[src/rtl/core_pkg.sv]
// Shared types and constants for the multi-cycle core front end:
// sequencer states, one-hot phase codes, bubble word and HLT decode.
package core_pkg;

    typedef enum logic [2:0] {
        ST_IDLE,
        ST_FETCH,
        ST_DECODE,
        ST_EXEC,
        ST_MEM,
        ST_WB,
        ST_HALTED,
        ST_ERROR
    } state_t;

    localparam logic [4:0] PH_NONE = 5'b00000;
    localparam logic [4:0] P1      = 5'b00001;
    localparam logic [4:0] P2      = 5'b00010;
    localparam logic [4:0] P3      = 5'b00100;
    localparam logic [4:0] P4      = 5'b01000;
    localparam logic [4:0] P5      = 5'b10000;

    // Decodes to all switches off and writeOrder 0, so the datapath idles.
    localparam logic [15:0] BUBBLE_OP_DEFAULT = 16'hC0E0;

    localparam logic [1:0] OPCLASS_ALU = 2'b11;
    localparam logic [3:0] FUNCT_HLT   = 4'b1111;

    function automatic logic is_hlt(input logic [15:0] word);
        return (word[15:14] == OPCLASS_ALU) && (word[7:4] == FUNCT_HLT);
    endfunction

endpackage

[src/rtl/instruction_fetch_sequencer_if.sv]
// Instruction memory req/ack bus between the fetch sequencer (master)
// and instruction memory (slave).
interface instruction_fetch_sequencer_if;

    logic        imem_req;
    logic [15:0] imem_addr;
    logic        imem_ack;
    logic [15:0] imem_rdata;

    modport master (
        output imem_req,
        output imem_addr,
        input  imem_ack,
        input  imem_rdata
    );

    modport slave (
        input  imem_req,
        input  imem_addr,
        output imem_ack,
        output imem_rdata
    );

endinterface

[src/rtl/fetch_timeout_counter.sv]
// 8-bit wait counter for the fetch handshake; tc marks the cycle whose
// increment brings the count up to TERMINAL.
module fetch_timeout_counter #(
    parameter logic [7:0] TERMINAL = 8'd255
) (
    input  logic clock,
    input  logic reset,
    input  logic clr,
    input  logic en,
    output logic tc
);

    logic [7:0] count;

    always_ff @(posedge clock or posedge reset) begin
        if (reset) begin
            count <= 8'd0;
        end else if (clr) begin
            count <= 8'd0;
        end else if (en) begin
            count <= count + 8'd1;
        end
    end

    assign tc = en && (count == (TERMINAL - 8'd1));

endmodule

[src/rtl/instruction_fetch_sequencer.sv]
// Front end of the 16-bit multi-cycle core: holds the PC, fetches over req/ack,
// latches the instruction register and walks the five one-hot phases.
module instruction_fetch_sequencer
    import core_pkg::*;
#(
    parameter logic [15:0] RESET_PC      = 16'h0000,
    parameter logic [7:0]  FETCH_TIMEOUT = 8'd255,
    parameter logic [15:0] BUBBLE_OP     = BUBBLE_OP_DEFAULT
) (
    input  logic                                 clock,
    input  logic                                 reset,
    input  logic                                 run,
    instruction_fetch_sequencer_if.master        imem,
    output logic [15:0]                          op,
    output logic [4:0]                           phase,
    output logic [15:0]                          pc_next,
    input  logic                                 branch_taken,
    input  logic [15:0]                          branch_target,
    output logic                                 wb_phase,
    output logic                                 halted,
    output logic                                 fetch_err
);

    state_t      state;
    logic [15:0] pc;
    logic        req_q;
    logic        cnt_clr;
    logic        cnt_en;
    logic        fetch_tc;

    assign imem.imem_req  = req_q;
    assign imem.imem_addr = pc;
    assign wb_phase       = phase[4];

    // Count only the FETCH cycles that go by without an ack.
    assign cnt_clr = (state != ST_FETCH) || imem.imem_ack;
    assign cnt_en  = (state == ST_FETCH) && !imem.imem_ack;

    fetch_timeout_counter #(
        .TERMINAL (FETCH_TIMEOUT)
    ) u_timeout (
        .clock (clock),
        .reset (reset),
        .clr   (cnt_clr),
        .en    (cnt_en),
        .tc    (fetch_tc)
    );

    // pc_next is pc+1 while pc still addresses the word being fetched,
    // and equals pc once the fetch has advanced it (DECODE onward).
    always_ff @(posedge clock or posedge reset) begin
        if (reset) begin
            state     <= ST_IDLE;
            pc        <= RESET_PC;
            pc_next   <= RESET_PC + 16'd1;
            op        <= BUBBLE_OP;
            phase     <= PH_NONE;
            req_q     <= 1'b0;
            halted    <= 1'b0;
            fetch_err <= 1'b0;
        end else begin
            case (state)
                ST_IDLE: begin
                    if (run) begin
                        state <= ST_FETCH;
                        phase <= P1;
                        req_q <= 1'b1;
                    end
                end

                ST_FETCH: begin
                    if (imem.imem_ack) begin
                        op      <= imem.imem_rdata;
                        pc      <= pc + 16'd1;
                        pc_next <= pc + 16'd1;
                        req_q   <= 1'b0;
                        phase   <= P2;
                        state   <= ST_DECODE;
                    end else if (fetch_tc) begin
                        fetch_err <= 1'b1;
                        req_q     <= 1'b0;
                        op        <= BUBBLE_OP;
                        phase     <= PH_NONE;
                        state     <= ST_ERROR;
                    end
                end

                ST_DECODE: begin
                    if (is_hlt(op)) begin
                        halted <= 1'b1;
                        phase  <= PH_NONE;
                        state  <= ST_HALTED;
                    end else begin
                        phase <= P3;
                        state <= ST_EXEC;
                    end
                end

                ST_EXEC: begin
                    phase <= P4;
                    state <= ST_MEM;
                end

                ST_MEM: begin
                    phase <= P5;
                    state <= ST_WB;
                end

                ST_WB: begin
                    if (branch_taken) begin
                        pc      <= branch_target;
                        pc_next <= branch_target + 16'd1;
                    end else begin
                        pc_next <= pc + 16'd1;
                    end
                    phase <= P1;
                    req_q <= 1'b1;
                    state <= ST_FETCH;
                end

                ST_HALTED: begin
                    // Resume at the word after HLT; pc already points there.
                    if (run) begin
                        halted  <= 1'b0;
                        pc_next <= pc + 16'd1;
                        phase   <= P1;
                        req_q   <= 1'b1;
                        state   <= ST_FETCH;
                    end
                end

                ST_ERROR: begin
                    phase <= PH_NONE;
                    req_q <= 1'b0;
                end

                default: begin
                    phase <= PH_NONE;
                    req_q <= 1'b0;
                    state <= ST_IDLE;
                end
            endcase
        end
    end

endmodule

[src/flat_wrapper.sv]
// flat-port wrapper written by rule: the top's interface ports become plain ports
module instruction_fetch_sequencer_flat import core_pkg::*;
#(
    parameter logic [15:0] RESET_PC      = 16'h0000,
    parameter logic [7:0]  FETCH_TIMEOUT = 8'd255,
    parameter logic [15:0] BUBBLE_OP     = BUBBLE_OP_DEFAULT
)
  (clock, reset, run, op, phase, pc_next, branch_taken, branch_target, wb_phase, halted, fetch_err, imem_imem_req, imem_imem_addr, imem_imem_ack, imem_imem_rdata);
  instruction_fetch_sequencer_if imem_i ();
  input  logic clock;
  input  logic reset;
  input  logic run;
  output logic [15:0] op;
  output logic [4:0] phase;
  output logic [15:0] pc_next;
  input  logic branch_taken;
  input  logic [15:0] branch_target;
  output logic wb_phase;
  output logic halted;
  output logic fetch_err;
  output wire logic [$bits(imem_i.imem_req)-1:0] imem_imem_req;
  output wire logic [$bits(imem_i.imem_addr)-1:0] imem_imem_addr;
  input wire logic [$bits(imem_i.imem_ack)-1:0] imem_imem_ack;
  input wire logic [$bits(imem_i.imem_rdata)-1:0] imem_imem_rdata;
  assign imem_imem_req = imem_i.imem_req;
  assign imem_imem_addr = imem_i.imem_addr;
  assign imem_i.imem_ack = imem_imem_ack;
  assign imem_i.imem_rdata = imem_imem_rdata;
  instruction_fetch_sequencer #(.RESET_PC(RESET_PC), .FETCH_TIMEOUT(FETCH_TIMEOUT), .BUBBLE_OP(BUBBLE_OP)) u_core (.clock(clock), .reset(reset), .run(run), .imem(imem_i), .op(op), .phase(phase), .pc_next(pc_next), .branch_taken(branch_taken), .branch_target(branch_target), .wb_phase(wb_phase), .halted(halted), .fetch_err(fetch_err));
endmodule
[config.mk]
export PLATFORM = sky130hd
export DESIGN_NAME = instruction_fetch_sequencer_flat
export DESIGN_NICKNAME = d
export VERILOG_FILES = /design/src/rtl/core_pkg.sv /design/src/rtl/instruction_fetch_sequencer_if.sv /design/src/rtl/fetch_timeout_counter.sv /design/src/rtl/instruction_fetch_sequencer.sv /design/src/flat_wrapper.sv
export SDC_FILE = /design/constraint.sdc
export NUM_CORES = 1
export LEC_CHECK = 0
export CELL_PAD_IN_SITES_DETAIL_PLACEMENT = 2
export CELL_PAD_IN_SITES_GLOBAL_PLACEMENT = 2
export CORE_MARGIN = 2
export CORE_UTILIZATION = 28
export CTS_BUF_LIST = sky130_fd_sc_hd__clkbuf_2 sky130_fd_sc_hd__clkbuf_4 sky130_fd_sc_hd__clkbuf_8
export DETAILED_ROUTE_END_ITERATION = 7
export MAX_ROUTING_LAYER = met4
export PLACE_DENSITY_LB_ADDON = 0.05
export SLEW_MARGIN = 30
export SYNTH_ARGS = -nofsm -noshare
export SYNTH_HDL_FRONTEND = slang
export SYNTH_SLANG_ARGS = --single-unit
[constraint.sdc]
create_clock -name clock -period 2.1 [get_ports clock]
set_clock_uncertainty 0.15 [all_clocks]
set_input_delay 0.42 -clock clock [delete_from_list [all_inputs] [get_ports clock]]
set_output_delay 0.42 -clock clock [all_outputs]
set_load 0.02 [all_outputs]
======== Yosys cells after proc, flatten, opt, wreduce, memory -nomap -nowiden ========
Index checks and enable logic that the tools add are counted.
storage, ports and cells
  flip-flop bits (word level) ............. 67
  bits in latches ......................... 0
  bits in writable memories ............... 0
  memory bits (read-only) ................. 0
  input bits .............................. 37
  output and inout bits ................... 57
  word-level logic and storage cells ...... 79
  memories ................................ 0
cells by class
  add/sub/neg operators ................... 3
  multiply operators ...................... 0
  divide/modulo/power cells ............... 0
  order comparisons ....................... 0
  equality and inequality tests ........... 17
  shifts and indexed selects .............. 0
  muxes and demuxes ....................... 27
  bitwise logic cells ..................... 1
  reduce and logical (&&, ||, !) cells .... 22
operators with widths
  operator                                                                 count
  16-bit 2-to-1 mux                                                        6
  16-bit one-hot mux with 3 select lines                                   1
  5-bit one-hot mux with 7 select lines                                    1
  16-bit by 1-bit adder with 16-bit output, second input constant          2
  16-bit one-hot mux with 2 select lines                                   1
  3-bit one-hot mux with 6 select lines                                    1
  3-bit AND reduction                                                      6
  8-bit 2-to-1 mux                                                         2
  3-bit 2-to-1 mux                                                         5
  5-bit 2-to-1 mux                                                         3
  3-bit equality test, second input constant                               4
  8-bit by 1-bit adder with 8-bit output, second input constant            1
  8-bit equality test, second input constant                               1
  2-bit nonzero test                                                       4
  3-bit by 2-bit equality test with 1-bit output, second input constant    2
  2-bit inequality test, second input constant                             3
  6-bit nonzero test                                                       1
  1-bit 2-to-1 mux                                                         5
  4-bit equality test, second input constant                               1
  2-bit by 1-bit inequality test with 1-bit output, second input constant  2
  1-bit one-hot mux with 4 select lines                                    1
  2-bit AND reduction                                                      2
  4-bit nonzero test                                                       1
  3-bit by 1-bit equality test with 1-bit output, second input constant    1
  other kinds (11)                                                         13

======== Depth between registers and ports, before layout ========
Gate-level depths: netlist (run 1).
  word-level depth ........................ 6
  gate-level depth with buffers ........... 8

======== Hierarchy ========
Synthesis (run 1) repeated with hierarchy kept, for this count alone.
second synthesis, totals
  cell total of the unflattened synthesis .. 400
  area, all modules ....................... 3,691.0 µm²
modules (own cells, without submodules)
  module                       instances  cells each  area each (µm²)
  instruction_fetch_sequencer  1          358         3,271.9
  fetch_timeout_counter        1          42          419.2

======== Worst setup path after synthesis (run 1) ========
No wires, ideal clock.
  kind .................................... reg-to-reg
  from .................................... reg u_core.pc[0], in the netlist u_core.imem.imem_addr[0]
  to ...................................... reg u_core.pc_next[8]
  library setup time ...................... 0.125 ns
  arrival ................................. 1.814 ns
  data required time ...................... 1.825 ns
  slack ................................... 0.011 ns
  stages on the path, launching flop included .. 7
  clock period less this slack ............ 2.089 ns
  cell sequence ........................... dfrtp_1 ha_1 nand3_2 or3_1 xor2_1 mux2i_1 mux2_2
between the ends
  cells in the longest elaborated chain, start to end .. 3
  elaborated cells on any way between the ends .. 5
RTL lines
  item                                          RTL line                                                                                                   text
  start: declaration                            instruction_fetch_sequencer.sv:25                                                                          logic [15:0] pc;
  start signal: assignment                      instruction_fetch_sequencer.sv:74                                                                          pc <= pc + 16'd1;
  start signal: assignment                      instruction_fetch_sequencer.sv:111                                                                         pc <= branch_target;
  16-bit by 1-bit adder with 16-bit output (*)  instruction_fetch_sequencer.sv:75, instruction_fetch_sequencer.sv:114, instruction_fetch_sequencer.sv:125
  16-bit 2-to-1 mux, on equally long branches   instruction_fetch_sequencer.sv:123, instruction_fetch_sequencer.sv:72, instruction_fetch_sequencer.sv:110
  16-bit one-hot mux with 3 select lines (*)    instruction_fetch_sequencer.sv:62                                                                          case (state)
  end signal: assignment                        instruction_fetch_sequencer.sv:75                                                                          pc_next <= pc + 16'd1;
  end signal: assignment                        instruction_fetch_sequencer.sv:114                                                                         pc_next <= pc + 16'd1;
  end signal: assignment                        instruction_fetch_sequencer.sv:125                                                                         pc_next <= pc + 16'd1;
  end: declaration                              instruction_fetch_sequencer.sv:16                                                                          output logic [15:0] pc_next,
Mark *: on every way between the ends. The rest lies on a longest branch, timed or not. The select of a mux whose other input is x is not followed.
A chain may end at the register's enable or synchronous reset.

======== Worst setup path after layout (run 1) ========
  from .................................... reg u_core.pc[13], in the netlist u_core.imem.imem_addr[13]
  to ...................................... out imem_imem_addr[13]
RTL lines
  item              RTL line            text
  end: declaration  flat_wrapper.sv:22  output wire logic [$bits(imem_i.imem_addr)-1:0] imem_imem_addr;
No word-level cell between the ends.

==> load_flow_metrics.sql, run 1 <==
INSERT INTO impl_metrics (metric_group, metric, value, unit) VALUES
('run_status', 'outcome', 'finished clean', ''),
('flow_run', 'max_cap_violation_count', '0', ''),
('routing', 'dr_total_vias', '3646', ''),
('clocking', 'tritoncts', 'built', ''),
('hold_path', 'worstHoldPathType', 'flop to flop', ''),
('logic_synthesis', 'ys.warnings.count', '0', ''),
('final_layout', 'finalNonFillerCells', '720', ''),
('placement', 'buffers_added_on_ports', '93', ''),
('power', 'vdd.ir_drop.worst', '474', 'uV'),
('clocking', 'cts.sink_count', '67', ''),
('floorplanning', 'dieHeight', '121', 'um'),
('placement', 'preCtsSetupSlack', '-0.447', 'ns'),
('floorplanning', 'ioPinCount', '94', ''),
('routing', 'route.antenna.remaining_nets', '0', ''),
('hold_path', 'whs_path_depth', '1', ''),
('global_routing', 'grt_pass1_wl', '22000', 'um'),
('logic_synthesis', 'synth-seq-area-share', '0.441', ''),
('placement', 'dpl_cell_area', '5410', 'um^2'),
('logic_synthesis', 'ys_types', '56', ''),
('global_routing', 'grt_max_degree', '68', ''),
('timing', 'max_freq', '0.490', 'GHz'),
('routing', 'postRouteWirelength', '13700', 'um'),
('power', 'power_leakage', '2.46', 'nW'),
('timing', 'rsz0062_at_grt', 'yes', ''),
('worst_setup_path', 'rr_worst_depth', '5', ''),
('routing', 'via_per_inst', '5.06', ''),
('global_routing', 'number_of_antenna_violations_at_the_first_check_in_global_routing', '0', ''),
('clocking', 'cts_made_buffers', '9', ''),
('worst_setup_path', 'start_kind', 'flop', ''),
('final_layout', 'fin_area', '5670', 'um^2'),
('logic_synthesis', 'synth_enable_flop_cells', '0', ''),
('worst_setup_path', 'regToRegStartpoint', 'u_core.imem.imem_addr[2]', ''),
('timing', 'final_hold_viol_count', '0', ''),
('clocking', 'clk_pin_slew', '0.08', 'ns'),
('worst_setup_path', 'criticalPathCategory', 'flop to output port', ''),
('timing', 'count_of_endpoints_failing_setup_in_the_final_report', '0', ''),
('clocking', 'max-clock-path-buffers', '2', ''),
('global_routing', 'first_global_vias', '3980', ''),
('power', 'p_per_area', '1520', 'nW/um^2'),
('final_layout', 'syn_to_final_growth', '48.3', '%'),
('floorplanning', 'initial_utilization', '0.287', ''),
('timing', 'maxSlewViolCount', '0', ''),
('placement', 'post-place-cells', '704', ''),
('floorplanning', 'rows', '42', ''),
('global_routing', 'overflow', '0', ''),
('routing', 'remaining_drc_errors', '0', ''),
('final_layout', 'design.final.nets', '580', ''),
('placement', 'gpl.final_weighted_congestion', '0.814', ''),
('floorplanning', 'die-width', '121', 'um'),
('logic_synthesis', 'synth_area', '3820', 'um^2'),
('worst_setup_path', 'worst_ep_required_time', '1.53', 'ns'),
('placement', 'post-dp-hpwl', '10300', 'um'),
('floorplanning', 'core_region_area', '13300', 'um^2'),
('routing', 'drt-initial-drc-count', '160', ''),
('final_layout', 'count_of_antenna_diodes_in_the_layout', '0', ''),
('clocking', 'clk-insertion-delay-late', '0.36', 'ns'),
('worst_setup_path', 'crit_start', 'u_core.imem.imem_addr[13]', ''),
('logic_synthesis', 'postSynthAreaPerCell', '9.67', 'um^2'),
('logic_synthesis', 'synth_fp_nets', '436', ''),
('logic_synthesis', 'synth_top_flop_cell', 'sky130_fd_sc_hd__dfrtp_1', ''),
('worst_setup_path', 'end_kind', 'output port', ''),
('floorplanning', 'die_area', '14600', 'um^2'),
('clocking', 'cts-root-buf', 'sky130_fd_sc_hd__clkbuf_8', ''),
('final_layout', 'mostFrequentLayoutCells', 'sky130_fd_sc_hd__clkdlybuf4s50_1 (73), sky130_fd_sc_hd__buf_4 (60), sky130_fd_sc_hd__dfrtp_1 (60)', ''),
('logic_synthesis', 'synth_seq_cells', '67', ''),
('clocking', 'cts-hold-fix-buffers', '0', ''),
('routing', 'avgRoutedWirePerCell', '19.0', 'um'),
('worst_setup_path', 'cp_max_fo', '4', ''),
('timing', 'max_slew.worst_pin.slew', '0.402', 'ns'),
('global_routing', 'grt_usage', '0.202', ''),
('timing', 'timing.final.crit_share', '0.972', ''),
('hold_path', 'min-delay-start', 'u_core.fetch_err', ''),
('timing', 'max-slew-margin-rel', '0.732', ''),
('worst_setup_path', 'timing.critical_path.arrival', '1.47', 'ns'),
('final_layout', 'layout-drive-gt1-share', '0.221', ''),
('final_layout', 'final_common_cell', 'sky130_fd_sc_hd__clkdlybuf4s50_1', ''),
('routing', 'detail_route.first_pass.iterations', '4', ''),
('logic_synthesis', 'synth_async_sr_flop_share', '1.00', ''),
('timing', 'setup_slack', '0.0589', 'ns'),
('clocking', 'cts_htree_levels', '3', ''),
('logic_synthesis', 'synthesized_instance_count', '395', ''),
('timing', 'finalWorstPathRequiredPeriod', '2.04', 'ns');
==> cell families after synthesis <==
kind of cell             share of synthesized area
AO/OA/AOI/OAI                                0.181
AND/OR/NAND/NOR                              0.196
adder cells (fa/ha/maj)                     0.0157
buffers and inverters                       0.0432
XOR/XNOR                                    0.0711
flip-flops                                   0.441
multiplexers                                0.0527
==> worst paths after layout <==
check,to,slack [ns]
max,imem_imem_addr[13],0.06
max reg2reg,u_core.pc_next[15],0.06
min,u_core.fetch_err,0.32
max in group asynchronous,u_core.op[15],1.07
min reg2reg,u_core.fetch_err,0.32
min in group asynchronous,u_core.pc_next[2],0.37
==> final cells by class <==
type	instances	area (um^2)
Multi-Input combinational cell	292	2020
Fill cell	1413	7630
Sequential cell	67	1690
Inverter	11	45.0
Timing Repair Buffer	158	1490
Tap cell	176	220
Clock buffer	11	145
Clock inverter	5	62.6
==> metrics by stage <==
| stage | setup TNS [ns] | power, W | util | hold WS, ns |
|---|---|---|---|---|
| finish | 0 | 0.00859 | 0.426 | 0.318 |
| detailed placement | -3.53 | 0.00757 | 0.407 | 0.304 |
| floorplan | 0 | 0.00515 | - | 0.344 |
| global route | -0.0352 | 0.00921 | 0.426 | 0.345 |
| global placement | -2.75 | 0.00744 | 0.407 | 0.294 |
| CTS | 0 | 0.00871 | 0.422 | 0.326 |
==> synth_stat cells (all sizes together), types with 2 or more instances <==
| cell | instances | area, um^2 |
|---|---|---|
| o21a | 2 | 15.0 |
| nand3b | 3 | 22.5 |
| dfrtp | 61 | 1530 |
| xor2 | 13 | 114 |
| or3 | 2 | 12.5 |
| inv | 11 | 41.3 |
| nor2 | 35 | 139 |
| mux2i | 10 | 100 |
| dfstp | 6 | 158 |
| o211ai | 3 | 22.5 |
| xnor2 | 18 | 158 |
| nand2 | 36 | 135 |
| mux2 | 9 | 101 |
| nand4 | 11 | 75.1 |
| and4 | 5 | 46.3 |
| a21o | 4 | 30.0 |
| nand3 | 18 | 105 |
| and3 | 6 | 37.5 |
| ha | 4 | 50.1 |
| o21ai | 17 | 85.1 |
| o41ai | 2 | 17.5 |
| a31oi | 7 | 43.8 |
| a22o | 13 | 114 |
| a21oi | 26 | 130 |
| nor4 | 6 | 71.3 |
| clkbuf | 10 | 38.8 |
| buf | 15 | 85.1 |
| o22a | 15 | 131 |
| nor3 | 9 | 50.1 |
==> sequential cells by signal, summed over array words and instances (netlist names) <==
name and count:
u_core.imem.imem_addr 16, u_core.op 16, u_core.pc_next 16, u_core.u_timeout.count 8
u_core.phase 5, u_core.state 3, u_core.fetch_err 1, u_core.halted 1
u_core.imem.imem_req 1
==> worst max-delay path: stages (launching register included) <==
cell	delay (ns)
sky130_fd_sc_hd__dfrtp_1	0.35
sky130_fd_sc_hd__buf_4	0.15
sky130_fd_sc_hd__clkdlybuf4s50_1	0.61
==> routing by layer <==
metal | track usage | routed length, um
met1 | 0.271 | 6410
met2 | 0.317 | 6750
met3 | 0.0354 | 358
met4 | 0.0545 | 138
met5 | - | 0
==> where the power goes <==
group	total (W)	internal, W	switching, W
Clock	0.00117	0.000598	0.000567
Sequential	0.00236	0.00189	0.000467
Combinational	0.00507	0.00234	0.00273
==> repair_timing <==
action	4_1_cts	5_1_grt
gates cloned	0	0
pin swaps	0	1
endpoints found under the setup margin	13	17
buffers inserted	0	0
gates resized for setup	13	16
Power figures use the tool's default switching activity.
==> inputs of run 2 (changes only) <==
--- a/config.mk
+++ b/config.mk
@@ -7,7 +7,6 @@
 export LEC_CHECK = 0
 export CELL_PAD_IN_SITES_DETAIL_PLACEMENT = 2
 export CELL_PAD_IN_SITES_GLOBAL_PLACEMENT = 2
-export CORE_MARGIN = 2
 export CORE_UTILIZATION = 28
 export CTS_BUF_LIST = sky130_fd_sc_hd__clkbuf_2 sky130_fd_sc_hd__clkbuf_4 sky130_fd_sc_hd__clkbuf_8
 export DETAILED_ROUTE_END_ITERATION = 7
==> load_flow_metrics.sql, run 2 (synthesized netlist as in run 1, its figures left out) <==
INSERT INTO impl_metrics (metric_group, metric, value, unit) VALUES
('timing', 'finalWorstPathRequiredPeriod', '2.05', 'ns'),
('placement', 'dpl_cell_area', '5380', 'um^2'),
('global_routing', 'first_global_vias', '3999', ''),
('floorplanning', 'core_region_area', '13300', 'um^2'),
('power', 'power.share.sequential', '0.282', ''),
('worst_setup_path', 'r2r_slack', '0.09', 'ns'),
('power', 'netSwitchingFraction', '0.435', ''),
('global_routing', 'number_of_antenna_violations_at_the_first_check_in_global_routing', '0', ''),
('final_layout', 'fin_area', '5650', 'um^2'),
('worst_setup_path', 'rr_worst_depth', '6', ''),
('final_layout', 'final_common_cell', 'sky130_fd_sc_hd__clkdlybuf4s50_1', ''),
('global_routing', 'overflow', '0', ''),
('clocking', 'cts_htree_levels', '3', ''),
('worst_setup_path', 'crit_path_max_incr_delay', '0.50', 'ns'),
('floorplanning', 'rows', '42', ''),
('worst_setup_path', 'start_kind', 'primary input', ''),
('placement', 'buffers_added_on_ports', '93', ''),
('worst_setup_path', 'cp_max_fo', '5', ''),
('power', 'p_per_area', '1510', 'nW/um^2'),
('final_layout', 'n_fill_cell', '1436', ''),
('timing', 'max_freq', '0.488', 'GHz'),
('routing', 'detail_route.first_pass.iterations', '4', ''),
('clocking', 'clk_pin_slew', '0.08', 'ns'),
('floorplanning', 'dieHeight', '119', 'um'),
('final_layout', 'syn_to_final_growth', '47.9', '%'),
('power', 'power_leakage', '2.45', 'nW'),
('clocking', 'cts.sink_count', '67', ''),
('floorplanning', 'die_area', '14100', 'um^2'),
('floorplanning', 'initial_utilization', '0.287', ''),
('worst_setup_path', 'crit_chain', 'clkdlybuf4s50_1 > nand3_1 > buf_4 > o21a_1 > o21ai_0 > o21ai_0 > mux2_2', ''),
('clocking', 'tritoncts', 'built', ''),
('worst_setup_path', 'end_kind', 'flop', ''),
('timing', 'maxSlewViolCount', '0', ''),
('placement', 'post-dp-hpwl', '10200', 'um'),
('worst_setup_path', 'crit_reg_reg_endpoint', 'u_core.pc_next[15]', ''),
('clocking', 'clk-insertion-delay-late', '0.36', 'ns'),
('worst_setup_path', 'critical_path.slowest_cell', 'sky130_fd_sc_hd__clkdlybuf4s50_1', ''),
('routing', 'dr_total_vias', '3634', ''),
('routing', 'avgRoutedWirePerCell', '18.8', 'um'),
('floorplanning', 'die-width', '119', 'um'),
('power', 'netSwitchingPower', '0.00371', 'W'),
('timing', 'timing.final.crit_share', '0.975', ''),
('floorplanning', 'ioPinCount', '94', ''),
('worst_setup_path', 'cell_occurring_most_often_along_the_worst_timing_path', 'sky130_fd_sc_hd__o21ai_0', ''),
('timing', 'final_hold_viol_count', '0', ''),
('clocking', 'cts-root-buf', 'sky130_fd_sc_hd__clkbuf_8', ''),
('worst_setup_path', 'regToRegStartpoint', 'u_core.imem.imem_addr[1]', ''),
('run_status', 'outcome', 'finished clean', ''),
('timing', 'max_slew.worst_pin.slew', '0.431', 'ns'),
('worst_setup_path', 'worst_ep_required_time', '2.19', 'ns'),
('timing', 'max-slew-margin-rel', '0.712', ''),
('routing', 'route.antenna.remaining_nets', '0', ''),
('routing', 'postRouteWirelength', '13500', 'um'),
('global_routing', 'grt_pass1_wl', '21700', 'um'),
('placement', 'gpl.final_weighted_congestion', '0.804', ''),
('hold_path', 'worstHoldPathType', 'primary input to asynchronous set/reset pin', ''),
('final_layout', 'layout-drive-gt1-share', '0.219', ''),
('routing', 'remaining_drc_errors', '0', ''),
('power', 'vdd.ir_drop.worst', '588', 'uV'),
('worst_setup_path', 'timing.critical_path.arrival', '2.14', 'ns'),
('worst_setup_path', 'criticalPathCategory', 'primary input to flop', ''),
('final_layout', 'mostFrequentLayoutCells', 'sky130_fd_sc_hd__clkdlybuf4s50_1 (74), sky130_fd_sc_hd__dfrtp_1 (59), sky130_fd_sc_hd__buf_4 (53)', ''),
('timing', 'setup_tns', '0', 'ns'),
('final_layout', 'design.final.nets', '575', ''),
('power', 'power.combinational.fraction', '0.580', ''),
('clocking', 'cts_made_buffers', '9', ''),
('routing', 'drt-initial-drc-count', '115', ''),
('power', 'intPower', '0.00481', 'W'),
('routing', 'via_per_inst', '5.08', ''),
('flow_run', 'max_cap_violation_count', '0', ''),
('global_routing', 'grt_usage', '0.206', ''),
('global_routing', 'grt_max_degree', '40', ''),
('timing', 'count_of_endpoints_failing_setup_in_the_final_report', '0', ''),
('timing', 'rsz0062_at_grt', 'yes', ''),
('power', 'clkPwrFrac', '0.138', ''),
('clocking', 'max-clock-path-buffers', '2', ''),
('final_layout', 'count_of_antenna_diodes_in_the_layout', '0', '');
## run 2: layer usage
metal / up-vias / share of wire / global-route usage
li1: 1716 / - / -
met1: 1856 / 0.46 / 0.260
met2: 48 / 0.50 / 0.341
met3: 14 / 0.026 / 0.0283
met4: 0 / 0.015 / 0.0688
met5: - / 0 / -
## run 2: worst max-delay path, delay by kind of cell
kind / cells / cell delay [ns]
AOI/OAI and AO/OA: 3 / 0.47
buffers and inverters: 2 / 0.74
muxes: 1 / 0.28
and+or+nand+nor: 1 / 0.23
## run 2: stage by stage
stage / total power (W) / setup WS (ns) / std cells / util / hold slack, ns
after global placement: 0.00736 / -0.338 / 698 / 0.404 / 0.295
after detailed placement: 0.00747 / -0.413 / 698 / 0.404 / 0.298
after global routing: 0.00912 / -0.0285 / 715 / 0.425 / 0.282
final: 0.00852 / 0.0516 / 715 / 0.425 / 0.256
after CTS: 0.00866 / 0.00403 / 714 / 0.420 / 0.261
after floorplan: 0.00515 / 0.0109 / 395 / - / 0.344
## run 2: final cells by class
type / count / area (um^2) / area share
flip-flops and latches: 67 / 1690 / 0.298
clock inverters: 5 / 61.3 / 0.0108
well taps: 176 / 220 / 0.0390
repair buffers: 153 / 1470 / 0.261
multi-input cells: 292 / 2010 / 0.356
inverters: 11 / 45.0 / 0.00797
clock buffers: 11 / 151 / 0.0268
## run 2: how the worst max path moves through the flow
stage                                         from            endpoint  cells past startpoint
final                             branch_target[4]   u_core.pc_next[7]                      7
after global routing      u_core.imem.imem_addr[0]  u_core.pc_next[15]                      6
after CTS                        u_core.pc_next[0]          pc_next[0]                      1
after detailed placement          branch_target[0]  u_core.pc_next[10]                      7
after global placement            branch_target[0]  u_core.pc_next[10]                      7
after floorplan           u_core.imem.imem_addr[0]   u_core.pc_next[8]                      6
## run 2: power groups by stage
stage	logic [W]	registers, W	clock network, W
after floorplan	0.00221	0.00294	0
after global placement	0.00496	0.00240	0
after detailed placement	0.00504	0.00243	0
after CTS	0.00503	0.00241	0.00123
after global routing	0.00535	0.00249	0.00127
final	0.00495	0.00240	0.00117
## run 2: what timing repair did
item / CTS / global route
endpoints found under the setup margin: 10 / 28
gates cloned: 0 / 0
pin swaps: 0 / 4
setup buffers: 0 / 1
resized for setup: 10 / 20
hold buffers: 0 / 0
==> inputs of run 3 (changes only) <==
--- a/config.mk
+++ b/config.mk
@@ -7,7 +7,7 @@
 export LEC_CHECK = 0
 export CELL_PAD_IN_SITES_DETAIL_PLACEMENT = 2
 export CELL_PAD_IN_SITES_GLOBAL_PLACEMENT = 2
-export CORE_UTILIZATION = 28
+export CORE_UTILIZATION = 27
 export CTS_BUF_LIST = sky130_fd_sc_hd__clkbuf_2 sky130_fd_sc_hd__clkbuf_4 sky130_fd_sc_hd__clkbuf_8
 export DETAILED_ROUTE_END_ITERATION = 7
 export MAX_ROUTING_LAYER = met4
@@ -15,4 +15,5 @@
 export SLEW_MARGIN = 30
 export SYNTH_ARGS = -nofsm -noshare
 export SYNTH_HDL_FRONTEND = slang
+export SYNTH_HIERARCHICAL = 1
 export SYNTH_SLANG_ARGS = --single-unit
==> load_flow_metrics.sql, run 3 <==
INSERT INTO impl_metrics (metric_group, metric, value, unit) VALUES
('run_status', 'outcome', 'finished clean', ''),
('floorplanning', 'core_region_area', '13300', 'um^2'),
('logic_synthesis', 'synth_enable_flop_cells', '0', ''),
('logic_synthesis', 'synthDominantCellAreaShare', '0.414', ''),
('final_layout', 'mostFrequentLayoutCells', 'sky130_fd_sc_hd__clkdlybuf4s50_1 (78), sky130_fd_sc_hd__buf_4 (59), sky130_fd_sc_hd__dfrtp_1 (57)', ''),
('floorplanning', 'dieHeight', '119', 'um'),
('timing', 'setup_tns', '0', 'ns'),
('placement', 'gpl.final_weighted_congestion', '0.780', ''),
('floorplanning', 'die-width', '119', 'um'),
('worst_setup_path', 'rr_worst_depth', '8', ''),
('routing', 'dr_total_vias', '3623', ''),
('worst_setup_path', 'criticalPathCategory', 'primary input to flop', ''),
('logic_synthesis', 'synth.mux.area_fraction', '0.0190', ''),
('worst_setup_path', 'r2r_slack', '0.14', 'ns'),
('clocking', 'cts_htree_levels', '3', ''),
('timing', 'finalWorstPathRequiredPeriod', '2.05', 'ns'),
('timing', 'max_slew.worst_pin.slew', '0.462', 'ns'),
('global_routing', 'grt_usage', '0.203', ''),
('power', 'power_leakage', '2.40', 'nW'),
('logic_synthesis', 'combinational_family_with_the_most_area_after_synthesis', 'simple AND/OR/NAND/NOR gates', ''),
('floorplanning', 'die_area', '14100', 'um^2'),
('worst_setup_path', 'crit_reg_reg_endpoint', 'u_core/state[2]', ''),
('placement', 'post-dp-hpwl', '9610', 'um'),
('placement', 'preCtsSetupSlack', '-0.405', 'ns'),
('worst_setup_path', 'cp_max_fo', '5', ''),
('routing', 'route.antenna.remaining_nets', '0', ''),
('worst_setup_path', 'regToRegStartpoint', 'u_core/state[1]', ''),
('logic_synthesis', 'synthMostInstantiatedCell', 'sky130_fd_sc_hd__dfrtp_1', ''),
('timing', 'max-slew-margin-rel', '0.690', ''),
('timing', 'max_freq', '0.488', 'GHz'),
('worst_setup_path', 'end_kind', 'flop', ''),
('logic_synthesis', 'synth-simple-area-share', '0.198', ''),
('logic_synthesis', 'synth-seq-area-share', '0.456', ''),
('clocking', 'max-clock-path-buffers', '2', ''),
('placement', 'buffers_added_on_ports', '93', ''),
('clocking', 'cts_made_buffers', '9', ''),
('logic_synthesis', 'dominant_cells_by_area_after_synthesis', 'sky130_fd_sc_hd__dfrtp_1 (41%), sky130_fd_sc_hd__xor2_1 (4.7%), sky130_fd_sc_hd__nor2_1 (4.6%), sky130_fd_sc_hd__dfstp_2 (4.3%), sky130_fd_sc_hd__nand2_1 (4.3%)', ''),
('routing', 'avgRoutedWirePerCell', '18.1', 'um'),
('routing', 'via_per_inst', '5.00', ''),
('power', 'vdd.ir_drop.worst', '555', 'uV'),
('logic_synthesis', 'netlist.top_cell.by_area', 'sky130_fd_sc_hd__dfrtp_1', ''),
('logic_synthesis', 'ys_types', '50', ''),
('final_layout', 'final_common_cell', 'sky130_fd_sc_hd__clkdlybuf4s50_1', ''),
('logic_synthesis', 'synth_area', '3690', 'um^2'),
('power', 'totalPowerFinal', '0.00774', 'W'),
('clocking', 'cts_post_setup_buffers_inserted', '0', ''),
('logic_synthesis', 'synth_compound_gate_area_share', '0.191', ''),
('timing', 'count_of_endpoints_failing_setup_in_the_final_report', '0', ''),
('logic_synthesis', 'postSynthAreaPerCell', '9.23', 'um^2'),
('worst_setup_path', 'timing.critical_path.arrival', '2.18', 'ns'),
('floorplanning', 'initial_utilization', '0.278', ''),
('floorplanning', 'ioPinCount', '94', ''),
('logic_synthesis', 'synth_seq_cells', '67', ''),
('logic_synthesis', 'synthXorXnorAreaFrac', '0.0759', ''),
('timing', 'setup_slack', '0.0499', 'ns'),
('hold_path', 'worstHoldPathType', 'primary input to asynchronous set/reset pin', ''),
('final_layout', 'layout-drive-gt1-share', '0.190', ''),
('global_routing', 'grt_max_degree', '60', ''),
('worst_setup_path', 'worst_ep_required_time', '2.23', 'ns'),
('timing', 'maxSlewViolCount', '0', ''),
('global_routing', 'grt_pass1_wl', '21700', 'um'),
('clocking', 'clk-insertion-delay-late', '0.37', 'ns'),
('clocking', 'tritoncts', 'built', ''),
('routing', 'postRouteWirelength', '13100', 'um'),
('routing', 'remaining_drc_errors', '0', ''),
('global_routing', 'number_of_antenna_violations_at_the_first_check_in_global_routing', '0', ''),
('flow_run', 'max_cap_violation_count', '0', ''),
('logic_synthesis', 'synth_fp_nets', '441', ''),
('clocking', 'cts.sink_count', '67', ''),
('floorplanning', 'rows', '42', ''),
('logic_synthesis', 'synthesized_instance_count', '400', ''),
('routing', 'detail_route.first_pass.iterations', '4', ''),
('logic_synthesis', 'synth_top_flop_cell', 'sky130_fd_sc_hd__dfrtp_1', ''),
('logic_synthesis', 'ys.warnings.count', '6', ''),
('logic_synthesis', 'most_used_standard_cells_in_the_synthesized_netlist', 'sky130_fd_sc_hd__dfrtp_1 (61), sky130_fd_sc_hd__nor2_1 (45), sky130_fd_sc_hd__nand2_1 (42), sky130_fd_sc_hd__a21oi_1 (21), sky130_fd_sc_hd__xor2_1 (20)', ''),
('power', 'p_per_area', '1410', 'nW/um^2'),
('clocking', 'clk_pin_slew', '0.07', 'ns'),
('worst_setup_path', 'start_kind', 'primary input', ''),
('timing', 'rsz0062_at_grt', 'no', ''),
('logic_synthesis', 'synth_async_sr_flop_share', '1.00', ''),
('routing', 'drt-initial-drc-count', '116', ''),
('final_layout', 'n_fill_cell', '1468', ''),
('clocking', 'cts-hold-fix-buffers', '0', ''),
('clocking', 'cts-root-buf', 'sky130_fd_sc_hd__clkbuf_8', ''),
('final_layout', 'count_of_antenna_diodes_in_the_layout', '0', ''),
('final_layout', 'design.final.nets', '584', ''),
('timing', 'final_hold_viol_count', '0', ''),
('logic_synthesis', 'post_synth_fa_ha_maj_area_fraction', '0.0136', ''),
('final_layout', 'syn_to_final_growth', '48.2', '%'),
('global_routing', 'overflow', '0', ''),
('final_layout', 'final_core_util', '0.412', ''),
('timing', 'timing.final.crit_share', '0.976', ''),
('global_routing', 'first_global_vias', '4049', '');
-- run 3: area by class of cell --
type,count,area [um^2],share of cell area
clock buffer,11,139,0.0254
clock inverter,5,30.0,0.00549
inverter,12,45.0,0.00823
multi-input combinational,296,1870,0.343
sequential,67,1690,0.309
tap,176,220,0.0402
timing repair buffer,157,1470,0.269
-- run 3: kinds of logic after synthesis --
family,after synthesis
AOI/OAI and AO/OA,108
xor gates and xnor gates,32
adders and majority gates,4
buffers and inverters,37
DFF,67
muxes,7
and+or+nand+nor,145
-- run 3: worst max-delay path, cell delays in order --
cell and delay [ns]:
sky130_fd_sc_hd__clkdlybuf4s50_1 0.55, sky130_fd_sc_hd__ha_1 0.21, sky130_fd_sc_hd__nand3_2 0.19, sky130_fd_sc_hd__nor4_1 0.38
sky130_fd_sc_hd__xor2_1 0.19, sky130_fd_sc_hd__mux2i_1 0.09, sky130_fd_sc_hd__o21ai_1 0.15
-- run 3: timing repair --
| action | CTS | global route |
|---|---|---|
| resized for setup | 15 | 6 |
| pin swaps | 0 | 1 |
| setup endpoints to repair | 13 | 10 |
| cloned | 0 | 0 |
-- run 3: worst max path at each step --
stage	from	endpoint	cells past startpoint
final	branch_target[0]	u_core/pc_next[14]	7
after global routing	imem_imem_ack	u_core/state[2]	8
after CTS	u_core/imem.imem_addr[0]	imem_imem_addr[0]	1
after detailed placement	branch_target[0]	u_core/pc_next[12]	7
after global placement	branch_target[1]	u_core/pc_next[12]	7
after floorplan	u_core/state[2]	u_core/state[2]	11
-- run 3: power breakdown --
group	switching, W	internal [W]	total, W
combinational	0.00236	0.00203	0.00440
clock	0.000533	0.000448	0.000981
sequential	0.000498	0.00187	0.00236
-- run 3: metrics by stage --
step | hold WS, ns | instance area, um^2 | instances
floorplan | 0.0857 | 3740 | 400
global placement | 0.305 | 5290 | 708
detailed placement | 0.305 | 5290 | 708
CTS | 0.205 | 5460 | 724
global route | 0.246 | 5470 | 724
finish | 0.218 | 5470 | 724
-- run 3: per-layer routing --
layer	GRT usage	vias to the layer above	wire length [um]
li1	-	1717	-
met1	0.233	1828	5730
met2	0.349	61	6730
met3	0.0479	17	388
met4	0.0641	0	231
met5	-	-	0
